[src/rtl/c_wf_req_master.sv]
//------------------------------------------------------------------------------
// Module   : c_wf_req_master
// Brief    : Requester front-end for a wavefront allocator. Drains a loaded
//            prioritized request matrix by retiring granted bits each cycle
//            and reports drain latency, watchdog aborts and illegal grants.
// Options  : WF_REQ_CHECK_EN enables the sticky grant-legality checker.
// Revision : 1.0 - initial release
//------------------------------------------------------------------------------
`default_nettype none

module c_wf_req_master #(
    parameter int NUM_PORTS      = 8,
    parameter int NUM_PRIORITIES = 2,
    parameter int CNT_WIDTH      = 16,
    parameter int MAX_CYCLES     = 0
) (
    input  logic                                          clk,
    input  logic                                          reset,
    input  logic                                          load_valid,
    output logic                                          load_ready,
    input  logic [NUM_PRIORITIES*NUM_PORTS*NUM_PORTS-1:0] load_req_pr,
    output logic [NUM_PRIORITIES*NUM_PORTS*NUM_PORTS-1:0] req_pr,
    output logic                                          update,
    input  logic [NUM_PRIORITIES*NUM_PORTS*NUM_PORTS-1:0] gnt_pr,
    output logic                                          busy,
    output logic                                          done,
    output logic                                          timeout,
    output logic [CNT_WIDTH-1:0]                          elapsed,
    output logic                                          error
);

    localparam int c_N = NUM_PORTS;
    localparam int c_P = NUM_PRIORITIES;
    localparam int c_W = c_P * c_N * c_N;

    localparam logic c_ST_IDLE   = 1'b0;
    localparam logic c_ST_ACTIVE = 1'b1;

    localparam logic [CNT_WIDTH:0] c_WD_LIMIT = (CNT_WIDTH + 1)'(MAX_CYCLES);
    localparam bit                 c_WD_EN    = (MAX_CYCLES != 0);

    logic                 r_state;
    logic                 w_state_nxt;
    logic [c_W-1:0]       r_pending;
    logic [c_W-1:0]       w_nxt;
    logic [CNT_WIDTH-1:0] r_cnt;
    logic [CNT_WIDTH-1:0] w_cnt_sat;
    logic [CNT_WIDTH:0]   w_cnt_p1;
    logic                 r_done;
    logic                 r_timeout;
    logic [CNT_WIDTH-1:0] r_elapsed;
    logic                 w_handshake;
    logic                 w_load_zero;
    logic                 w_drain;
    logic                 w_wd_hit;

    assign w_handshake = load_valid & (r_state == c_ST_IDLE);
    assign w_load_zero = (load_req_pr == '0);
    assign w_nxt       = r_pending & ~gnt_pr;
    assign w_drain     = (w_nxt == '0);
    // Extra bit keeps the watchdog compare exact even when the counter is saturated.
    assign w_cnt_p1    = {1'b0, r_cnt} + {{CNT_WIDTH{1'b0}}, 1'b1};
    assign w_cnt_sat   = (&r_cnt) ? r_cnt : w_cnt_p1[CNT_WIDTH-1:0];
    assign w_wd_hit    = c_WD_EN && (w_cnt_p1 == c_WD_LIMIT) && !w_drain;

    always_ff @(posedge clk or posedge reset) begin
        if (reset) begin
            r_state <= c_ST_IDLE;
        end else begin
            r_state <= w_state_nxt;
        end
    end

    always_comb begin
        w_state_nxt = r_state;
        case (r_state)
            c_ST_IDLE: begin
                if (w_handshake && !w_load_zero) begin
                    w_state_nxt = c_ST_ACTIVE;
                end
            end
            c_ST_ACTIVE: begin
                if (w_drain || w_wd_hit) begin
                    w_state_nxt = c_ST_IDLE;
                end
            end
            default: w_state_nxt = c_ST_IDLE;
        endcase
    end

    always_comb begin
        load_ready = (r_state == c_ST_IDLE);
        busy       = (r_state == c_ST_ACTIVE);
        req_pr     = r_pending;
        update     = |r_pending;
        done       = r_done;
        timeout    = r_timeout;
        elapsed    = r_elapsed;
    end

    always_ff @(posedge clk or posedge reset) begin
        if (reset) begin
            r_pending <= '0;
            r_cnt     <= '0;
            r_done    <= 1'b0;
            r_timeout <= 1'b0;
            r_elapsed <= '0;
        end else begin
            r_done    <= 1'b0;
            r_timeout <= 1'b0;
            if (r_state == c_ST_IDLE) begin
                if (w_handshake) begin
                    if (w_load_zero) begin
                        r_done    <= 1'b1;
                        r_elapsed <= '0;
                    end else begin
                        r_pending <= load_req_pr;
                        r_cnt     <= '0;
                    end
                end
            end else begin
                r_cnt     <= w_cnt_sat;
                r_pending <= w_nxt;
                if (w_drain) begin
                    r_done    <= 1'b1;
                    r_elapsed <= w_cnt_sat;
                end else if (w_wd_hit) begin
                    r_pending <= '0;
                    r_done    <= 1'b1;
                    r_timeout <= 1'b1;
                    r_elapsed <= c_WD_LIMIT[CNT_WIDTH-1:0];
                end
            end
        end
    end

`ifdef WF_REQ_CHECK_EN
    logic w_illegal;
    logic r_error;

    always_comb begin : p_check
        logic [c_N-1:0]     row_seen;
        logic [c_N-1:0]     row_multi;
        logic [c_N-1:0]     col_seen;
        logic [c_N-1:0]     col_multi;
        logic [c_N*c_N-1:0] cell_seen;
        logic [c_N*c_N-1:0] cell_multi;
        logic               b;
        row_seen   = '0;
        row_multi  = '0;
        col_seen   = '0;
        col_multi  = '0;
        cell_seen  = '0;
        cell_multi = '0;
        b          = 1'b0;
        for (int p = 0; p < c_P; p++) begin
            for (int i = 0; i < c_N; i++) begin
                for (int o = 0; o < c_N; o++) begin
                    b = gnt_pr[(p*c_N+i)*c_N+o];
                    row_multi[i]        = row_multi[i] | (row_seen[i] & b);
                    row_seen[i]         = row_seen[i] | b;
                    col_multi[o]        = col_multi[o] | (col_seen[o] & b);
                    col_seen[o]         = col_seen[o] | b;
                    cell_multi[i*c_N+o] = cell_multi[i*c_N+o] | (cell_seen[i*c_N+o] & b);
                    cell_seen[i*c_N+o]  = cell_seen[i*c_N+o] | b;
                end
            end
        end
        w_illegal = (|(gnt_pr & ~r_pending)) | (|row_multi) | (|col_multi) | (|cell_multi);
    end

    always_ff @(posedge clk or posedge reset) begin
        if (reset) begin
            r_error <= 1'b0;
        end else if ((r_state == c_ST_ACTIVE) && w_illegal) begin
            r_error <= 1'b1;
        end
    end

    assign error = r_error;
`else
    assign error = 1'b0;
`endif

endmodule

`default_nettype wire

[config.mk]
export PLATFORM = sky130hd
export DESIGN_NAME = c_wf_req_master
export DESIGN_NICKNAME = d
export VERILOG_FILES = /design/src/rtl/c_wf_req_master.sv
export SDC_FILE = /design/constraint.sdc
export NUM_CORES = 1
export LEC_CHECK = 0
export ABC_AREA = 1
export CORE_AREA = 2 2 158 160
export CTS_BUF_LIST = sky130_fd_sc_hd__clkbuf_8
export DETAILED_ROUTE_END_ITERATION = 7
export DIE_AREA = 0 0 160 162
export GPL_ROUTABILITY_DRIVEN = 1
export PLACE_DENSITY = 0.75
export SYNTH_ARGS = -nofsm -noshare
export SYNTH_HDL_FRONTEND = slang
export SYNTH_SLANG_ARGS = --single-unit
export TNS_END_PERCENT = 10
[constraint.sdc]
create_clock -name clk -period 9.53 [get_ports clk]
set_clock_uncertainty 0.15 [all_clocks]
set_input_delay 0.953 -clock clk [delete_from_list [all_inputs] [get_ports clk]]
set_output_delay 0.953 -clock clk [all_outputs]
set_load 0.05 [all_outputs]
==> results.cfg <==
[run_status]
outcome = finished, final reports clean

[clock_tree]
ctsResizeCount = 0
cts-root-buf = clkbuf_8
clk_latency_ps = 450
cts_tree = built
h-tree-depth = 4
clk_pin_slew_ps = 100
cts_max_path_buffers = 2
cts.sinks = 162
postCtsSetupRepairBufs = 0
cts_made_buffers = 17
hold_buffers = 0

[critical_path]
cp_top_family = simple AND/OR/NAND/NOR gates
slowest_stage = nand2_4
endpoint_kind = flop
critPathKind = in2reg
crit_top_cell = nor2_1
crit_path_cell_trace = clkdlybuf4s50_1 -> nor3_1 -> nand2_1 -> nor2_1 -> nand3b_1 -> nor2_1 -> nand3_1 -> nand2_4 -> buf_4 -> o21ai_0
max_stage_delay_ps = 820
cp_max_fo = 114
startpoint_type = input port
worst-endpoint-required_ps = 9680
crit_buf_inv = 2
critPathArrivalTime_ps = 4180

[placed_design]
place_ws_ps = 4870
hpwl_um = 27100
port_buffers = 406
dpl_cell_area_um2 = 13700
place_inst = 2080
gp_congestion = 0.931

[pwr]
p_sw_mw = 1.69
seqPwrFrac_pct = 32.6
pwr-share-comb_pct = 53.5
power_per_cell_area_nw_per_um2 = 242
peakVddDrop_mv = 0.127
internal_power_mw = 1.72
finalPower_mw = 3.40
leakage_nw = 7.02
clkPwrFrac_pct = 13.9
p_sw_share_pct = 49.5

[drt]
drtIter0Drc = 913
ant_nets = 0
drt-vias-per-instance = 4.99
drc_errors = 0
drt_pass1_iterations = 5
routedWlPerCell_um = 16.4
vias = 10600
drt_wl_total_um = 34600

[timing]
setup_violations = 0
rsz0062_at_grt = false
worst_slack_ps = 5500
finalHoldViolations = 0
drv_slew = 0
timing.final.crit_share_pct = 42.3
maxSlewHeadroom_pct = 22.1
fmax_mhz = 248
tns_ps = 0
period_minus_slack_ps = 4030
worst_slew_pin_slew_ps = 1170

[yosys]
synthMostInstantiatedCell = nand2_1
yosysTopAreaCell = dfrtp_1
synth_area_um2 = 9530
synthDistinctLibCells = 32
netlist_top_cells_area = dfrtp_1 43%, nand2_1 20%, o21ai_0 7.5%, o21ai_1 6.8%, inv_1 5.7%
seq_area_frac_synth_pct = 42.5
synthArstFlopShare_pct = 100
synth_top_area_share_pct = 42.5
synth_cells = 1408
yosysWarnings = 0
synth_flop_cell = dfrtp_1
synthTopCellsByCount = 515 x nand2_1, 162 x dfrtp_1, 145 x inv_1
synth_edf_count = 0
synth_seq_cells = 162
avgSynthCellArea_um2 = 6.77

[floorplan]
num_io_pins = 409
fp.dieW_um = 160
die_area_um2 = 25900
initial_core_util_pct = 39.5
die_y_um = 162
coreArea_um2 = 24100
num_rows = 57

[layout]
instances_no_fill = 2113
syn2layout_area_growth_pct = 47.4
design_area_um2 = 14100
nets = 2035
drive_gt1_share_pct = 2.68
n_fill_cell = 2317

[global_route]
grt_pass1_vias = 10100
antenna_found_initial = 2
grt_overflow_total = 0
met1_usage_pct = 32.9
use_met3_pct = 5.26
grt_busiest_layer = met2
gr-usage-met2_pct = 45.9
grt_use_total_pct = 26.3
grt_pass1_wl_um = 53700
grt_max_degree = 122

[hold_path]
hold_class = reg2reg

[flow_run]
cap_violations = 0
[layout make-up]
type                            count  area (um2)  share of cell area [%]
Clock inverter                     15         128                   0.908
Clock buffer                       17         234                    1.67
Multi-Input combinational cell   1036        4570                    32.5
Timing Repair Buffer              411        4100                    29.2
Sequential cell                   162        4060                    28.9
Tap cell                          324         405                    2.88
Antenna cell                        1        2.50                  0.0178
Inverter                          147         557                    3.96
[cell families after synthesis]
group / count (synthesis) / share of synthesized area, %
adders and majority gates: 1 / 0.131
AOI/OAI and AO/OA: 280 / 14.8
buffers and inverters: 211 / 9.69
DFF: 162 / 42.5
and+or+nand+nor: 746 / 32.1
other: 1 / 0.0393
xor gates and xnor gates: 7 / 0.643
[per-stage QoR]
step                      utilization [%]  hold slack [ps]
after CTS                            58.3              331
final                                58.3              325
after global placement               56.8              303
after floorplan                         -              303
after detailed placement             56.8              308
after global routing                 58.3              354
[worst reg2reg max path, stage by stage, from the launching register on]
cell and delay [ps]:
dfrtp_4 760, or2_1 410, nor3_2 130, nand4_1 150, nor2_1 160, nand3_1 190, nand2_4 820, buf_4 760
o21ai_0 200
[cell usage in the layout (no fill, tap or decap)]
| master | n |
|---|---|
| a21o_1 | 2 |
| a21oi_1 | 3 |
| a21oi_2 | 1 |
| a31oi_1 | 1 |
| and3_1 | 1 |
| buf_4 | 5 |
| clkbuf_8 | 17 |
| clkdlybuf4s50_1 | 406 |
| clkinv_2 | 2 |
| clkinv_4 | 1 |
| clkinv_8 | 1 |
| clkinvlp_4 | 3 |
| conb_1 | 2 |
| dfrtp_1 | 161 |
| dfrtp_4 | 1 |
| diode_2 | 1 |
| ha_1 | 1 |
| inv_1 | 145 |
| inv_2 | 2 |
| inv_6 | 6 |
| inv_8 | 2 |
| nand2_1 | 514 |
| nand2_2 | 3 |
| nand2_4 | 1 |
| nand3_1 | 25 |
| nand3b_1 | 2 |
| nand4_1 | 32 |
| nor2_1 | 112 |
| nor2_2 | 2 |
| nor3_1 | 8 |
| nor3_2 | 1 |
| nor3b_1 | 1 |
| nor4_1 | 37 |
| o21ai_0 | 143 |
| o21ai_1 | 129 |
| o21bai_1 | 1 |
| or2_1 | 7 |
| xnor2_1 | 2 |
| xor2_1 | 5 |
[state kept, by name, summed over array words and instances (netlist names)]
signal   cells
busy         1
done         1
elapsed     16
r_cnt       16
req_pr     128
[power by group through the flow]
stage	clock (mW)	combinational [mW]	sequential, mW
after detailed placement	0	1.83	1.12
final	0.474	1.82	1.11
after floorplan	0	0.723	1.56
after global placement	0	1.80	1.11
after CTS	0.485	1.83	1.11
after global routing	0.519	1.98	1.14
[final timing paths]
| path | startpoint | to | slack [ps] | cells after the start |
|---|---|---|---|---|
| max | load_req_pr[127] | req_pr[51] | 5500 | 10 |
| min | elapsed[2] | elapsed[2] | 320 | 2 |
| max reg2reg | busy | req_pr[51] | 5680 | 8 |
| min reg2reg | elapsed[2] | elapsed[2] | 320 | 2 |
| max in group asynchronous | reset | req_pr[5] | 6800 | 3 |
| min in group asynchronous | reset | req_pr[71] | 870 | 2 |
[layer usage]
metal / vias up / wire length, um
met4: 2 / 835
met5: - / 13
met2: 471 / 17100
met3: 55 / 2320
met1: 4755 / 14300
li1: 5268 / -
Note: power is estimated with default switching activity, not from simulation.
